--- config.mk ---
export PLATFORM = sky130hd
export DESIGN_NAME = boid_fb_renderer
export DESIGN_NICKNAME = d
export VERILOG_FILES = /design/src/rtl/boid_fb_renderer.sv
export SDC_FILE = /design/constraint.sdc
export NUM_CORES = 1
export LEC_CHECK = 0
export BUFFER_PORTS_ARGS = -buffer_cell sky130_fd_sc_hd__buf_4
export CORE_ASPECT_RATIO = 2
export CORE_MARGIN = 5
export CORE_UTILIZATION = 52
export DETAILED_ROUTE_END_ITERATION = 8
export MAX_ROUTING_LAYER = met4
export PLACE_DENSITY_LB_ADDON = 0.25
export REMOVE_ABC_BUFFERS = 1
export SYNTH_ARGS = -nofsm -noshare
export SYNTH_HDL_FRONTEND = slang
export SYNTH_SLANG_ARGS = --single-unit
export TNS_END_PERCENT = 100
--- constraint.sdc ---
create_clock -name clk -period 4.3 [get_ports clk]
set_input_delay 0.86 -clock clk [delete_from_list [all_inputs] [get_ports clk]]
set_output_delay 0.86 -clock clk [all_outputs]
set_load 0.005 [all_outputs]
--- src/rtl/boid_fb_renderer.sv ---
// boid_fb_renderer
//   Reads every boid slot once per frame from the boid state memory and
//   refreshes its pixel in the framebuffer. The old pixel is erased to
//   BG_COLOR and the new one is drawn in BOID_COLOR.
//
// Ports
//   clk, reset        clock; asynchronous active-high reset
//   start             frame trigger, accepted only while idle
//   busy / done       sweep in progress / one-cycle completion pulse
//   rd_en, rd_idx     one-cycle read request and slot index to boid memory
//   rd_valid, x_rd,   read response carrying signed 16.16 x/y
//   y_rd
//   fb_addr, fb_data, framebuffer write. A write is accepted on any cycle
//   fb_we, fb_ready   where fb_we && fb_ready.
module boid_fb_renderer #(
  parameter int N_BOIDS   = 2,
  parameter int SCREEN_W  = 640,
  parameter int SCREEN_H  = 480,
  parameter int FB_ADDR_W = 19,
  parameter int COLOR_W   = 8,
  parameter logic [COLOR_W-1:0] BOID_COLOR = 8'hFF,
  parameter logic [COLOR_W-1:0] BG_COLOR   = 8'h00,
  localparam int IDX_W = $clog2(N_BOIDS) + 1
) (
  input  logic                 clk,
  input  logic                 reset,
  input  logic                 start,
  output logic                 busy,
  output logic                 done,
  output logic                 rd_en,
  output logic [IDX_W-1:0]     rd_idx,
  input  logic                 rd_valid,
  input  logic [31:0]          x_rd,
  input  logic [31:0]          y_rd,
  output logic [FB_ADDR_W-1:0] fb_addr,
  output logic [COLOR_W-1:0]   fb_data,
  output logic                 fb_we,
  input  logic                 fb_ready
);

  // The per-slot tables are sized to the full index range so that any
  // rd_idx value can index them directly. Only N_BOIDS entries are used.
  localparam int SLOTS = 1 << IDX_W;

  typedef enum logic [2:0] {IDLE, READ, WAIT, ERASE, DRAW, NEXT, DONE} state_t;

  state_t           state_q;
  logic [IDX_W-1:0] idx_q;
  logic [9:0]       px_q;
  logic [8:0]       py_q;
  logic             vis_q;
  logic             erase_q;
  logic [9:0]       prev_px_q [SLOTS];
  logic [8:0]       prev_py_q [SLOTS];
  logic [SLOTS-1:0] prev_valid_q;

  // Integer parts of the read response. Any negative value has bit 15 set,
  // so it is off-screen. It never wraps onto the screen.
  logic [15:0]          xi, yi;
  logic                 vis_d, erase_d;
  logic [FB_ADDR_W-1:0] prev_addr, new_addr;

  assign xi = x_rd[31:16];
  assign yi = y_rd[31:16];

  always_comb begin
    vis_d = !xi[15] && (xi[14:0] < 15'(SCREEN_W)) &&
            !yi[15] && (yi[14:0] < 15'(SCREEN_H));
    // Skip the erase when the boid is redrawn on the same pixel.
    // The draw then overwrites it with the same colour anyway.
    erase_d = prev_valid_q[idx_q] &&
              !(vis_d && (xi[9:0] == prev_px_q[idx_q]) && (yi[8:0] == prev_py_q[idx_q]));
  end

  assign prev_addr = FB_ADDR_W'(prev_py_q[idx_q]) * FB_ADDR_W'(SCREEN_W)
                   + FB_ADDR_W'(prev_px_q[idx_q]);
  assign new_addr  = FB_ADDR_W'(py_q) * FB_ADDR_W'(SCREEN_W) + FB_ADDR_W'(px_q);

  always_ff @(posedge clk or posedge reset) begin
    if (reset) begin
      state_q      <= IDLE;
      idx_q        <= '0;
      px_q         <= '0;
      py_q         <= '0;
      vis_q        <= 1'b0;
      erase_q      <= 1'b0;
      prev_valid_q <= '0;
      for (int s = 0; s < SLOTS; s++) begin
        prev_px_q[s] <= '0;
        prev_py_q[s] <= '0;
      end
      busy    <= 1'b0;
      done    <= 1'b0;
      rd_en   <= 1'b0;
      rd_idx  <= '0;
      fb_addr <= '0;
      fb_data <= '0;
      fb_we   <= 1'b0;
    end else begin
      case (state_q)
        IDLE: if (start) begin
          idx_q   <= '0;
          rd_idx  <= '0;
          rd_en   <= 1'b1;
          busy    <= 1'b1;
          state_q <= READ;
        end
        READ: begin
          rd_en   <= 1'b0;
          state_q <= WAIT;
        end
        WAIT: if (rd_valid) begin
          px_q    <= xi[9:0];
          py_q    <= yi[8:0];
          vis_q   <= vis_d;
          erase_q <= erase_d;
          state_q <= ERASE;
        end
        // ERASE and DRAW both raise fb_we on the first cycle they are in.
        // They hold it until the write is accepted and drop it on the next
        // cycle, so there is always a gap cycle between two writes.
        ERASE: begin
          if (!erase_q) begin
            state_q <= DRAW;
          end else if (!fb_we) begin
            fb_we   <= 1'b1;
            fb_addr <= prev_addr;
            fb_data <= BG_COLOR;
          end else if (fb_ready) begin
            fb_we   <= 1'b0;
            state_q <= DRAW;
          end
        end
        DRAW: begin
          if (!vis_q) begin
            prev_valid_q[idx_q] <= 1'b0;
            state_q             <= NEXT;
          end else if (!fb_we) begin
            fb_we   <= 1'b1;
            fb_addr <= new_addr;
            fb_data <= BOID_COLOR;
          end else if (fb_ready) begin
            fb_we               <= 1'b0;
            prev_px_q[idx_q]    <= px_q;
            prev_py_q[idx_q]    <= py_q;
            prev_valid_q[idx_q] <= 1'b1;
            state_q             <= NEXT;
          end
        end
        NEXT: begin
          if (idx_q == IDX_W'(N_BOIDS - 1)) begin
            done    <= 1'b1;
            state_q <= DONE;
          end else begin
            idx_q   <= idx_q + 1'b1;
            rd_idx  <= idx_q + 1'b1;
            rd_en   <= 1'b1;
            state_q <= READ;
          end
        end
        DONE: begin
          done    <= 1'b0;
          busy    <= 1'b0;
          state_q <= IDLE;
        end
        default: state_q <= IDLE;
      endcase
    end
  end

endmodule

==> impl_metrics.env <==
export IMPL_synth_area_leader_cell="dfrtp_1"
export IMPL_synth_cell_types=55
export IMPL_reg2reg_depth=12
export IMPL_critPathTopFamily="compound AO/OA/AOI/OAI gates"
export IMPL_drc=0
export IMPL_track_usage_pct=23.1
export IMPL_slew_headroom_pct=24.2
export IMPL_cts_post_setup_buffers_inserted=0
export IMPL_cp_buffers_inverters=1
export IMPL_initial_utilization_pct=52.6
export IMPL_synth_cells=642
export IMPL_grt_max_degree=80
export IMPL_synth_top_area_share_pct=44.8
export IMPL_cts_root_buf="clkbuf_16"
export IMPL_met2_usage_pct=42.0
export IMPL_synthFlopType="dfrtp_1"
export IMPL_startpoint="idx_q[0]"
export IMPL_worstMarginPinSlew_ns=1.13
export IMPL_cp_slowest_cell="mux4_2"
export IMPL_instances_no_fill=908
export IMPL_finClkSkew_ns=0.0105
export IMPL_fmax_ghz=0.269
export IMPL_synth_edf_count=0
export IMPL_antenna_found_initial=0
export IMPL_dieArea_um2=16600
export IMPL_min_period_over_period_pct=86.3
export IMPL_wirelength_mm=17.7
export IMPL_grt_use_met3_pct=4.38
export IMPL_reg2reg_from="idx_q[0]"
export IMPL_min_period_ns=3.71
export IMPL_crit_path_cell_trace="buf_4 -> mux4_2 -> ha_1 -> ha_1 -> fa_1 -> a21o_1 -> a311o_1 -> a21oi_2 -> xnor2_1 -> nor3_1 -> nand2_1 -> a211oi_1"
export IMPL_async_flop_share_pct=100
export IMPL_syn_to_final_growth_pct=16.9
export IMPL_holdBufCountCts=0
export IMPL_power_total_mw=5.36
export IMPL_placed_cells=876
export IMPL_min_path_cells=2
export IMPL_gr_max_usage_layer="met2"
export IMPL_cts_num_sinks=130
export IMPL_yosys_warnings=0
export IMPL_htreeDepth=4
export IMPL_end_kind="flip-flop"
export IMPL_die_w_um=93.6
export IMPL_power_leakage_nw=4.05
export IMPL_cts_tree="done"
export IMPL_timing_setup_tns_ns=0
export IMPL_gp_congestion=0.862
export IMPL_fillers=1098
export IMPL_max_cap_viol_count=0
export IMPL_drt_iter0_drc=263
export IMPL_io_pins=102
export IMPL_rows=61
export IMPL_synth_area_um2=7270
export IMPL_portBuffers=69
export IMPL_drive_gt1_share_pct=30.0
export IMPL_vdd_drop_max_mv=0.363
export IMPL_use_met1_pct=23.4
export IMPL_fin_util_pct=61.5
export IMPL_worstPathMaxFanout=9
export IMPL_worst_hold_path_type="flip-flop to flip-flop"
export IMPL_grt_setup_unrepaired="false"
export IMPL_cts_resized=0
export IMPL_path_depth=12
export IMPL_clockBufferDepth=2
export IMPL_num_vias=5269
export IMPL_cp_slowest_stage_delay_ns=0.58
export IMPL_critPathMostFrequentCell="ha_1"
export IMPL_syn_area_per_cell_um2=11.3
export IMPL_first_pass_iters=4
export IMPL_dp_hpwl_mm=12.7
export IMPL_ys_seq_elements=130
export IMPL_ys_top_cells_by_area="dfrtp_1, mux2_2, ha_1"
export IMPL_grt_overflow=0
export IMPL_grt_pass1_wl_mm=28.8
export IMPL_status="finished, final reports clean"
export IMPL_cp_required_ns=4.62
export IMPL_clock_latency_ns=0.43
export IMPL_core_area_um2=13800
export IMPL_postRouteAntennaNets=0
export IMPL_die_h_um=177
export IMPL_powerDensity_nw_per_um2=631
export IMPL_ys_seq_area_share_pct=44.8
export IMPL_final_nets=817
export IMPL_crit_type="flip-flop to flip-flop"
export IMPL_vias_per_cell=5.80
export IMPL_arrival_ns=4.03
export IMPL_antenna_cells=0
export IMPL_clkTransAtPathRegs_ns=0.06
export IMPL_numCtsBuffers=17
export IMPL_wire_per_inst_um=19.5
export IMPL_setup_viol=0
export IMPL_start_kind="flip-flop"
export IMPL_drv_slew=0
export IMPL_timing_final_hold_violations=0
export IMPL_grt_pass1_vias=5846
export IMPL_min_delay_start="fb_addr[14]"
-- Yosys cell counts, types with 9 or more instances --
library cell,n
xor2_1,21
buf_2,9
inv_1,23
dfrtp_1,130
ha_1,38
nand2_1,59
mux4_2,14
nor2_1,42
a21oi_1,28
clkbuf_1,13
o21ai_0,41
a31oi_1,10
mux2_2,81
xnor2_1,22
-- metal layers --
layer  routed length, um  vias to the layer above  part of all wire (%)
li1                    -                     2425                     -
met1                6540                     2664                    37
met2                9720                      129                    55
met3                 638                       51                   3.6
met4                 770                        0                   4.4
met5                   0                        -                     0
-- report_power, final --
part	internal, mW	switching, mW
logic	1.01	1.15
clock network	0.821	0.574
registers	1.48	0.326
-- stage by stage --
stage | worst slack [ns] | hold slack, ns | area, um2
global placement | 0.624 | 0.454 | 7930
finish | 0.588 | 0.484 | 8500
CTS | 0.542 | 0.484 | 8500
floorplan | -0.0293 | 0.442 | 7100
global route | 0.309 | 0.507 | 8500
detailed placement | 0.559 | 0.472 | 7930
-- placed cells by master, fill, tap and decap left out, types with 4 or more instances in the layout --
master and n:
fa_1 4, dfrtp_1 130, o21ai_0 41, nor2_1 42
nand2_1 59, mux4_2 14, nor2b_1 8, nand4_1 8
ha_1 38, xor2_1 21, a21oi_1 27, nor4_1 4
nand3_1 8, a21o_1 4, mux2_2 81, inv_6 5
mux4_1 6, nand2b_1 6, a31oi_1 10, nor3_1 7
clkbuf_16 17, inv_1 22, buf_4 77, xnor2_1 22
a211oi_1 4
-- sequential cells by signal (all words and copies together) (netlist names), named ones only --
| name | flops |
|---|---|
| py_q | 9 |
| prev_py_q | 36 |
| prev_px_q | 40 |
| fb_addr | 19 |
| done | 1 |
| vis_q | 1 |
| fb_data | 1 |
| state_q | 3 |
| erase_q | 1 |
| idx_q | 2 |
| px_q | 10 |
| rd_en | 1 |
| fb_we | 1 |
| busy | 1 |
-- worst register-to-register path, stage by stage, from the launching register on --
cell	delay [ns]
dfrtp_1	0.40
buf_4	0.25
mux4_2	0.59
ha_1	0.32
ha_1	0.22
fa_1	0.40
a21o_1	0.21
a311o_1	0.37
a21oi_2	0.18
xnor2_1	0.14
nor3_1	0.19
nand2_1	0.07
a211oi_1	0.27
-- worst paths after layout --
path | to | slack, ns
worst max register to register | fb_addr[18] | 0.59
worst min register to register | fb_addr[14] | 0.48
max in group asynchronous | prev_px_q[0] | 2.65
min in group asynchronous | prev_py_q[34] | 0.64
worst min-delay path | fb_addr[14] | 0.48
worst max-delay path | fb_addr[18] | 0.59
-- final cells by class --
type / count / area [um2] / share of cell area [%]
repair buffers: 77 / 578 / 6.80
multi-input cells: 457 / 3770 / 44.4
well taps: 189 / 236 / 2.78
clock buffers: 19 / 443 / 5.21
flip-flops and latches: 130 / 3250 / 38.3
clock inverters: 13 / 125 / 1.47
inverters: 23 / 88.8 / 1.05
-- cell families after synthesis --
kind of cell	share of synthesized area (%)
AO/OA/AOI/OAI	9.31
flip-flops	44.8
multiplexers	19.5
XOR/XNOR	5.18
adder cells (fa/ha/maj)	7.64
buffers and inverters	3.46
AND/OR/NAND/NOR	10.2
No activity file was read; power rests on OpenSTA's default activity.
